===== config.mk =====
export PLATFORM = sky130hd
export DESIGN_NAME = inst_fetch_mod
export DESIGN_NICKNAME = d
export VERILOG_FILES = /design/src/rtl/inst_fetch_mod_pkg.sv /design/src/rtl/inst_length_decode_mod.sv /design/src/rtl/inst_fetch_mod.sv
export SDC_FILE = /design/constraint.sdc
export NUM_CORES = 1
export LEC_CHECK = 0
export ABC_AREA = 1
export CAP_MARGIN = 20
export CORE_MARGIN = 2
export CORE_UTILIZATION = 30
export CTS_CLUSTER_SIZE = 25
export DETAILED_ROUTE_END_ITERATION = 8
export GPL_TIMING_DRIVEN = 0
export HOLD_SLACK_MARGIN = 0.05
export PLACE_DENSITY = 0.61
export SLEW_MARGIN = 20
export SYNTH_ARGS = -nofsm -noshare
export SYNTH_HDL_FRONTEND = slang
export SYNTH_SLANG_ARGS = --single-unit

===== constraint.sdc =====
create_clock -name clock -period 2.7 [get_ports clock]
set_clock_uncertainty 0.05 [all_clocks]
set_input_delay 0.405 -clock clock [delete_from_list [all_inputs] [get_ports clock]]
set_output_delay 0.405 -clock clock [all_outputs]
set_load 0.01 [all_outputs]

===== src/rtl/inst_fetch_mod_pkg.sv =====
// fetch_defs: shared encodings for the instruction fetch front end
package fetch_defs;
  typedef enum logic [2:0] {S_FETCH_OP, S_FETCH_CB, S_FETCH_IMM1, S_FETCH_IMM2, S_READY} state_e;
  localparam logic [7:0] CB_PREFIX = 8'hCB;
  localparam int FLAG_Z = 3;
  localparam int FLAG_N = 2;
  localparam int FLAG_H = 1;
  localparam int FLAG_C = 0;
  typedef enum logic [1:0] {CC_NZ, CC_Z, CC_NC, CC_C} cond_e;
  typedef enum logic [1:0] {ADV_ZERO = 2'd0, ADV_ONE = 2'd1, ADV_FLAG = 2'd2} adv_sel_e;
  function automatic logic cond_met(input logic [1:0] cc, input logic [3:0] f);
    cond_e c;
    c = cond_e'(cc);
    return c == CC_NZ ? !f[FLAG_Z] : c == CC_Z ? f[FLAG_Z] : c == CC_NC ? !f[FLAG_C] : f[FLAG_C];
  endfunction
endpackage


===== src/rtl/inst_length_decode_mod.sv =====
// inst_length_decode_mod: opcode to number of trailing immediate bytes
module inst_length_decode_mod (
  input  logic [7:0] opcode_i,
  output logic [1:0] imm_cnt_o
);
  // 16-bit loads, jumps, calls and absolute A loads take two bytes; d8/r8/a8 forms take one
  always_comb begin
    case (opcode_i)
      8'h01, 8'h11, 8'h21, 8'h31, 8'h08, 8'hC2, 8'hC3, 8'hCA, 8'hD2, 8'hDA,
      8'hC4, 8'hCC, 8'hCD, 8'hD4, 8'hDC, 8'hEA, 8'hFA: imm_cnt_o = 2'd2;
      8'h06, 8'h0E, 8'h16, 8'h1E, 8'h26, 8'h2E, 8'h36, 8'h3E,
      8'hC6, 8'hCE, 8'hD6, 8'hDE, 8'hE6, 8'hEE, 8'hF6, 8'hFE,
      8'h10, 8'h18, 8'h20, 8'h28, 8'h30, 8'h38, 8'hE0, 8'hF0, 8'hE8, 8'hF8: imm_cnt_o = 2'd1;
      default: imm_cnt_o = 2'd0;
    endcase
  end
endmodule


===== src/rtl/inst_fetch_mod.sv =====
// inst_fetch_mod: fetches opcode, CB prefix and immediates for the control unit
module inst_fetch_mod #(
  parameter logic [15:0] RESET_PC  = 16'h0000,
  parameter logic [7:0]  CB_PREFIX = fetch_defs::CB_PREFIX
) (
  input  logic        clock,
  input  logic        reset,
  output logic [15:0] mem_addr,
  output logic        mem_rd,
  input  logic [7:0]  mem_rdata,
  input  logic        mem_ready,
  input  logic        inst_done,
  input  logic        pc_load,
  input  logic [15:0] pc_load_value,
  input  logic [3:0]  flags,
  output logic [7:0]  inst_buffer,
  output logic [15:0] imm_word,
  output logic        inst_valid,
  output logic        toggle_cb,
  output logic        flag_adv,
  output logic [15:0] pc
);
  import fetch_defs::*;
  state_e state_q, state_d;
  logic [15:0] pc_q, pc_d, imm_q, imm_d;
  logic [7:0] buf_q, buf_d;
  logic cb_q, cb_d, rd_q, rd_d, tog_q, tog_d, pend_q, pend_d;
  logic [1:0] imm_cnt;
  logic fire, done, op_byte, prefix, want_tog;
  logic unused_flags;
  assign unused_flags = ^flags[2:1];
  assign fire = rd_q & mem_ready;
  assign done = (state_q == S_READY) & inst_done;
  assign op_byte = fire & (state_q == S_FETCH_OP);
  assign prefix = op_byte & (mem_rdata == CB_PREFIX);
  assign want_tog = prefix | (done & cb_q);
  // in IMM1 the stored opcode is decoded again to decide whether a second byte follows
  inst_length_decode_mod u_len (
    .opcode_i  (state_q == S_FETCH_OP ? mem_rdata : buf_q),
    .imm_cnt_o (imm_cnt)
  );
  // state register
  always_ff @(posedge clock or negedge reset) begin
    if (!reset) state_q <= S_FETCH_OP;
    else state_q <= state_d;
  end
  // next state: advance one step per completed read, return to opcode fetch on retire
  always_comb begin
    state_d = state_q;
    if (done) state_d = S_FETCH_OP;
    else if (fire) begin
      case (state_q)
        S_FETCH_OP:   state_d = prefix ? S_FETCH_CB : imm_cnt == 2'd0 ? S_READY : S_FETCH_IMM1;
        S_FETCH_IMM1: state_d = imm_cnt == 2'd2 ? S_FETCH_IMM2 : S_READY;
        default:      state_d = S_READY;
      endcase
    end
  end
  // datapath next values; a toggle requested right after another is deferred one cycle
  always_comb begin
    pc_d = done ? (pc_load ? pc_load_value : pc_q) : fire ? pc_q + 16'd1 : pc_q;
    buf_d = (op_byte & !prefix) | (fire & state_q == S_FETCH_CB) ? mem_rdata : buf_q;
    imm_d = op_byte ? 16'h0000 :
            fire & state_q == S_FETCH_IMM1 ? {imm_q[15:8], mem_rdata} :
            fire & state_q == S_FETCH_IMM2 ? {mem_rdata, imm_q[7:0]} : imm_q;
    cb_d = prefix ? 1'b1 : done ? 1'b0 : cb_q;
    tog_d = !tog_q & (want_tog | pend_q);
    pend_d = tog_q & (want_tog | pend_q);
    rd_d = state_d != S_READY;
  end
  // datapath registers
  always_ff @(posedge clock or negedge reset) begin
    if (!reset) begin
      pc_q <= RESET_PC;
      buf_q <= 8'h00;
      imm_q <= 16'h0000;
      cb_q <= 1'b0;
      rd_q <= 1'b0;
      tog_q <= 1'b0;
      pend_q <= 1'b0;
    end else begin
      pc_q <= pc_d;
      buf_q <= buf_d;
      imm_q <= imm_d;
      cb_q <= cb_d;
      rd_q <= rd_d;
      tog_q <= tog_d;
      pend_q <= pend_d;
    end
  end
  // outputs
  always_comb begin
    mem_rd = rd_q;
    mem_addr = pc_q;
    pc = pc_q;
    inst_buffer = buf_q;
    imm_word = imm_q;
    inst_valid = state_q == S_READY;
    toggle_cb = tog_q;
    flag_adv = cond_met(buf_q[4:3], flags);
  end
endmodule


# --- Word-level counts from Yosys, hierarchy flattened ---
# Index checks and enable logic that the tools add are counted.
totals:
  in_bits: 33
  regBits: 47
  output_inout_bits: 60
  elab_cells: 112
op_classes:
  add_sub_neg: 1
  n_bitwise: 14
  n_mux: 19
  n_eq_ne: 54
  n_reduce_logical: 15
ops:
  columns: ["operator", "count"]
  rows:
  - ["8-bit == test (second input constant)", 25]
  - ["16-bit two-way mux", 6]
  - ["8-bit by 6-bit == test with 1-bit output (second input constant)", 10]
  - ["8-bit by 5-bit == test with 1-bit output (second input constant)", 5]
  - ["26-bit OR reduction", 1]
  - ["17-bit OR reduction", 1]
  - ["16-bit by 1-bit adder with 16-bit output (second input constant)", 1]
  - ["8-bit by 4-bit == test with 1-bit output (second input constant)", 2]
  - ["3-bit two-way mux", 5]
  - ["1-bit bitwise AND", 11]
  - ["8-bit by 1-bit == test with 1-bit output (second input constant)", 1]
  - ["8-bit by 3-bit == test with 1-bit output (second input constant)", 1]
  - ["8-bit two-way mux", 1]
  - ["2-bit nonzero test", 4]
  - ["3-bit by 2-bit == test with 1-bit output (second input constant)", 2]
  - ["3-bit one-hot mux with 2 select lines", 1]
  - ["1-bit two-way mux", 5]
  - ["2-bit == test (second input constant)", 2]
  - ["1-bit zero test", 4]
  - ["2-bit zero test", 2]
  - ["2-bit inequality test (second input constant)", 2]
  - ["2-bit one-hot mux with 2 select lines", 1]
  - ["2-bit AND reduction", 2]
  - ["3-bit by 1-bit == test with 1-bit output (second input constant)", 1]
  - ["5 further kinds", 7]

# --- Longest topological paths before layout ---
logic_depth:
  ltp_word: 12
  mapped_depth: 16

# --- Cells and area by module ---
# A second synthesis with hierarchy kept.
unflattened:
  hier_cells: 410
  hier_area_um2: 2885.3
by_module_without_submodules:
  columns: ["mod", "area_each_um2", "cells_per_inst", "n_inst"]
  rows:
  - ["inst_fetch_mod", 2697.6, 366, 1]
  - ["inst_length_decode_mod", 187.7, 44, 1]

# --- Least setup slack after synthesis ---
# Ideal clock, no wire load.
synth_path:
  path_type: "reg2reg"
  from: "register state_q[0]"
  to: "register pc_q[5], in the netlist mem_addr[5]"
  path_stages_with_launch: 10
  setup_ps: 119
  arrival_ps: 1714
  path_slack_ps: 817
  required_time_ps: 2531
  path_cell_list: "dfrtp_1 -> nor3_1 -> nand2_1 -> inv_2 -> nand2_1 -> nand2_1 -> inv_2 -> a21oi_1 -> o21ai_0 -> o21a_1"
synth_between:
  elab_chain_len: 4
  word_cells_on_any_way: 6
synth_rtl:
  columns: ["element", "line_no", "text"]
  rows:
  - ["from (decl)", "inst_fetch_mod.sv:24", "state_e state_q, state_d;"]
  - ["from (signal assigned)", "inst_fetch_mod.sv:45", "else state_q <= state_d;"]
  - ["3-bit == test (*)", null, null]
  - ["net inst_valid", "inst_fetch_mod.sv:18", "output logic inst_valid,"]
  - ["1-bit bitwise AND (*)", "inst_fetch_mod.sv:33", "assign done = (state_q == S_READY) & inst_done;"]
  - ["2-bit inequality test (no source line) or 2-bit nonzero test (tied branches)", null, null]
  - ["2-bit AND reduction (no source line)", null, null]
  - ["to (signal assigned)", "inst_fetch_mod.sv:82", "pc_q <= pc_d;"]
  - ["to (decl)", "inst_fetch_mod.sv:25", "logic [15:0] pc_q, pc_d, imm_q, imm_d;"]
# Mark *: on every way through the listed nets, which the timed path passes. The rest lies on a longest branch.
# A chain may end at the register's enable or synchronous reset.

# --- Final worst setup path ---
layout_path:
  from: "input mem_rdata[0]"
  to: "register buf_q[7], in the netlist inst_buffer[7]"
layout_between:
  elab_chain_len: 5
layout_rtl:
  columns: ["element", "line_no", "text"]
  rows:
  - ["from (decl)", "inst_fetch_mod.sv:10", "input logic [7:0] mem_rdata,"]
  - ["8-bit == test", "inst_fetch_mod.sv:35", "assign prefix = op_byte & (mem_rdata == CB_PREFIX);"]
  - ["1-bit bitwise AND", "inst_fetch_mod.sv:35", null]
  - ["1-bit zero test", "inst_fetch_mod.sv:62", "buf_d = (op_byte & !prefix) | (fire & state_q == S_FETCH_CB) ? mem_rdata : buf_q;"]
  - ["1-bit bitwise AND", "inst_fetch_mod.sv:62", null]
  - ["1-bit bitwise OR", "inst_fetch_mod.sv:62", null]
  - ["to (signal assigned)", "inst_fetch_mod.sv:83", "buf_q <= buf_d;"]
  - ["to (decl)", "inst_fetch_mod.sv:26", "logic [7:0] buf_q, buf_d;"]
# Every way passes these cells.

==> impl_results.md <==
- CTS tree: done
- Worst reg2reg path endpoint: mem_addr[5]
- CP Class: input port to flip-flop
- Reg clk slew, reported paths: 100 ps
- R2r setup slk: 490 ps
- Wire length after detailed routing: 8.57 mm
- Layout net count: 522
- LEAKAGE: 0.00189 µW
- Global routing met3 resource utilization: 0.0393
- RSZ-0062 raised after global routing: no
- First-pass GRT wire length: 13.9 mm
- Pwr per Cell Area: 1160 nW/µm²
- Max Slew Vio Count: 0
- Relative slew slack: 0.613
- Endpoints failing hold: 0
- Slew @ Worst Pin: 581 ps
- DRC errors left: 0
- Hold slack: 33.7 ps
- Post-CTS setup buffers: 0
- WP buf/inv: 3
- Netlist cell types: 37
- Largest net degree at the start of global routing: 26
- Final setup vio count: 0
- Register area share after synthesis: 0.414
- Vias per cell: 4.90
- IO Port Bufs: 90
- Post-CTS Hold Buffers: 0
- Tmin final: 2340 ps
- Mapped Cells: 390
- Critical path's largest stage delay: 540 ps
- I/O pin count: 93
- Post-detailed-route wirelength per cell: 14.3 µm
- Initial detailed-routing violation count: 103
- Die height: 101 µm
- Core area: 9200 µm²
- Num CTS Buffers: 5
- CP max-delay cell: clkdlybuf4s50_1
- Met2 usage in global routing: 0.288
- Post-synthesis register bit count: 47
- Reg2reg path depth: 7
- Status: finished clean
- RR Startpoint: state_q[2]
- CP Max Fanout: 10
- Root Buffer: clkbuf_8
- Max Freq: 427 MHz
- Worst path top cell family by delay: buffers and inverters
- Post-Syn Area: 2840 µm²
- Synth area leaders: dfrtp_1 41%, nand2_1 13%, o21ai_0 5.8%
- ANT cells: 0
- Vias: 2937
- Synth Area per Inst: 7.29 µm²
- Area share of the largest cell type after synthesis: 0.414
- Final Instance Area: 4000 µm²
- P&R area growth vs syn: 40.7%
- Clock Latency Late Sink: 310 ps
- Global placer's final weighted congestion: 0.863
- Die X-Extent: 101 µm
- Worst min path class: input port to asynchronous set/reset pin
- Yosys warns: 0
- Crit path cell chain: clkdlybuf4s50_1, inv_1, nor4_1, nand2_1, o2111ai_2, clkbuf_1, o21ai_0
- Total global routing overflow: 0
- Final Cycle Share: 0.867
- Commonest non-fill, non-tap cells in the layout: 98 x nand2_1, 89 x clkdlybuf4s50_1, 47 x dfrtp_1
- Syn nets: 424
- Clock buffer depth: 2
- Worst setup SP type: input port
- Grt peak-use layer: met2
- CP Capture Type: flip-flop
- HPWL after DPL: 6.44 mm
- Crit path DAT: 2470 ps
- Vias in the first global route: 2884
- CTS sink cnt: 47
- Commonest non-fill, non-tap cell in the layout: nand2_1
- Initial core utilization: 0.309
- Met1 Use GR: 0.222
- Die area: 10300 µm²
- Area leader, netlist: dfrtp_1
- MaxCap Viol Count: 0
- DRT Pass-1 Iters: 5
- H-tree levels: 2
- Initial antenna violation count: 0
- Total GRT Usage: 0.170
- Placed instance area: 3900 µm²
- Peak supply drop: 0.393 mV
- Share of cells above drive strength 1: 0.119
- Row count: 35
- Required time worst endpoint: 2830 ps
- Post-DRT Antenna Nets: 0
[cell type report]
type	count	area (µm²)
multi-input combinational	278	1350
tap	111	139
sequential	47	1180
timing repair buffer	91	916
fill	958	5200
clock inverter	3	27.5
clock buffer	5	68.8
inverter	39	146
buffer	26	180
[per-layer routing]
| metal | up-vias | share of wire | wire (µm) |
|---|---|---|---|
| met2 | 127 | 0.47 | 4020 |
| met5 | - | 0 | 0 |
| met1 | 1354 | 0.45 | 3860 |
| met3 | 10 | 0.069 | 591 |
| li1 | 1446 | - | - |
| met4 | 0 | 0.011 | 94 |
[repair_timing]
action                                  CTS  global route
endpoints found under the setup margin    0             6
endpoints found under the hold margin     0             0
resized for setup                         0             1
[registers in the layout (all words and copies together) (netlist names)]
name	flops
toggle_cb	1
state_q	3
mem_rd	1
pend_q	1
cb_q	1
imm_word	16
inst_buffer	8
mem_addr	16
[Yosys cell counts]
| library cell | instances |
|---|---|
| nand4_1 | 3 |
| o21ai_1 | 3 |
| nand2_2 | 11 |
| nor2_4 | 1 |
| buf_6 | 1 |
| o21bai_1 | 1 |
| clkinv_1 | 2 |
| nor3_1 | 3 |
| xor2_1 | 6 |
| ha_1 | 1 |
| buf_2 | 4 |
| a22oi_1 | 1 |
| o22ai_1 | 3 |
| clkbuf_8 | 1 |
| nand2_4 | 1 |
| dfrtp_1 | 47 |
| nand2_1 | 98 |
| nor4_1 | 2 |
| o211ai_1 | 2 |
| a21o_1 | 1 |
| nand3_1 | 29 |
| o21ai_2 | 1 |
| buf_4 | 16 |
| nor2_2 | 3 |
| o2111ai_1 | 1 |
| nor2_1 | 41 |
| a211oi_1 | 1 |
| xnor2_1 | 3 |
| o21ai_0 | 33 |
| o21a_1 | 1 |
| inv_1 | 32 |
| a31oi_1 | 1 |
| a21oi_2 | 2 |
| inv_2 | 5 |
| mux2_2 | 1 |
| a21oi_1 | 24 |
| clkbuf_1 | 4 |
[power by group]
group | internal [µW] | switching, µW | total [µW]
Clock | 193 | 280 | 473
Combinational | 1390 | 1470 | 2860
Sequential | 991 | 316 | 1310
[worst max-delay path by stage]
stage | depth (start not counted) | end | startpoint
finish | 7 | inst_buffer[7] | mem_rdata[0]
floorplan | 9 | mem_addr[5] | state_q[0]
CTS | 7 | inst_buffer[7] | mem_rdata[0]
detailed placement | 7 | inst_buffer[7] | mem_rdata[0]
global route | 7 | inst_buffer[7] | mem_rdata[0]
global placement | 1 | imm_word[4] | reset
[per-stage QoR]
stage               worst slack [ps]  TNS (ps)  std cells  utilization  total power, µW
floorplan                        817         0        390            -             2920
global placement                -285    -14110        591        0.422             4110
detailed placement              -173     -1130        592        0.424             4170
CTS                              168         0        600        0.434             4660
global route                     196         0        600        0.435             5040
finish                           359         0        600        0.435             4640
[kinds of logic after synthesis]
family	count (synthesis)	synth area share
flip-flops	47	0.414
multiplexers	1	0.00396
AND/OR/NAND/NOR	192	0.290
XOR/XNOR	9	0.0277
adder cells (fa/ha/maj)	1	0.00440
AO/OA/AOI/OAI	75	0.145
buffers and inverters	65	0.115
(Power assumes the default switching activity.)
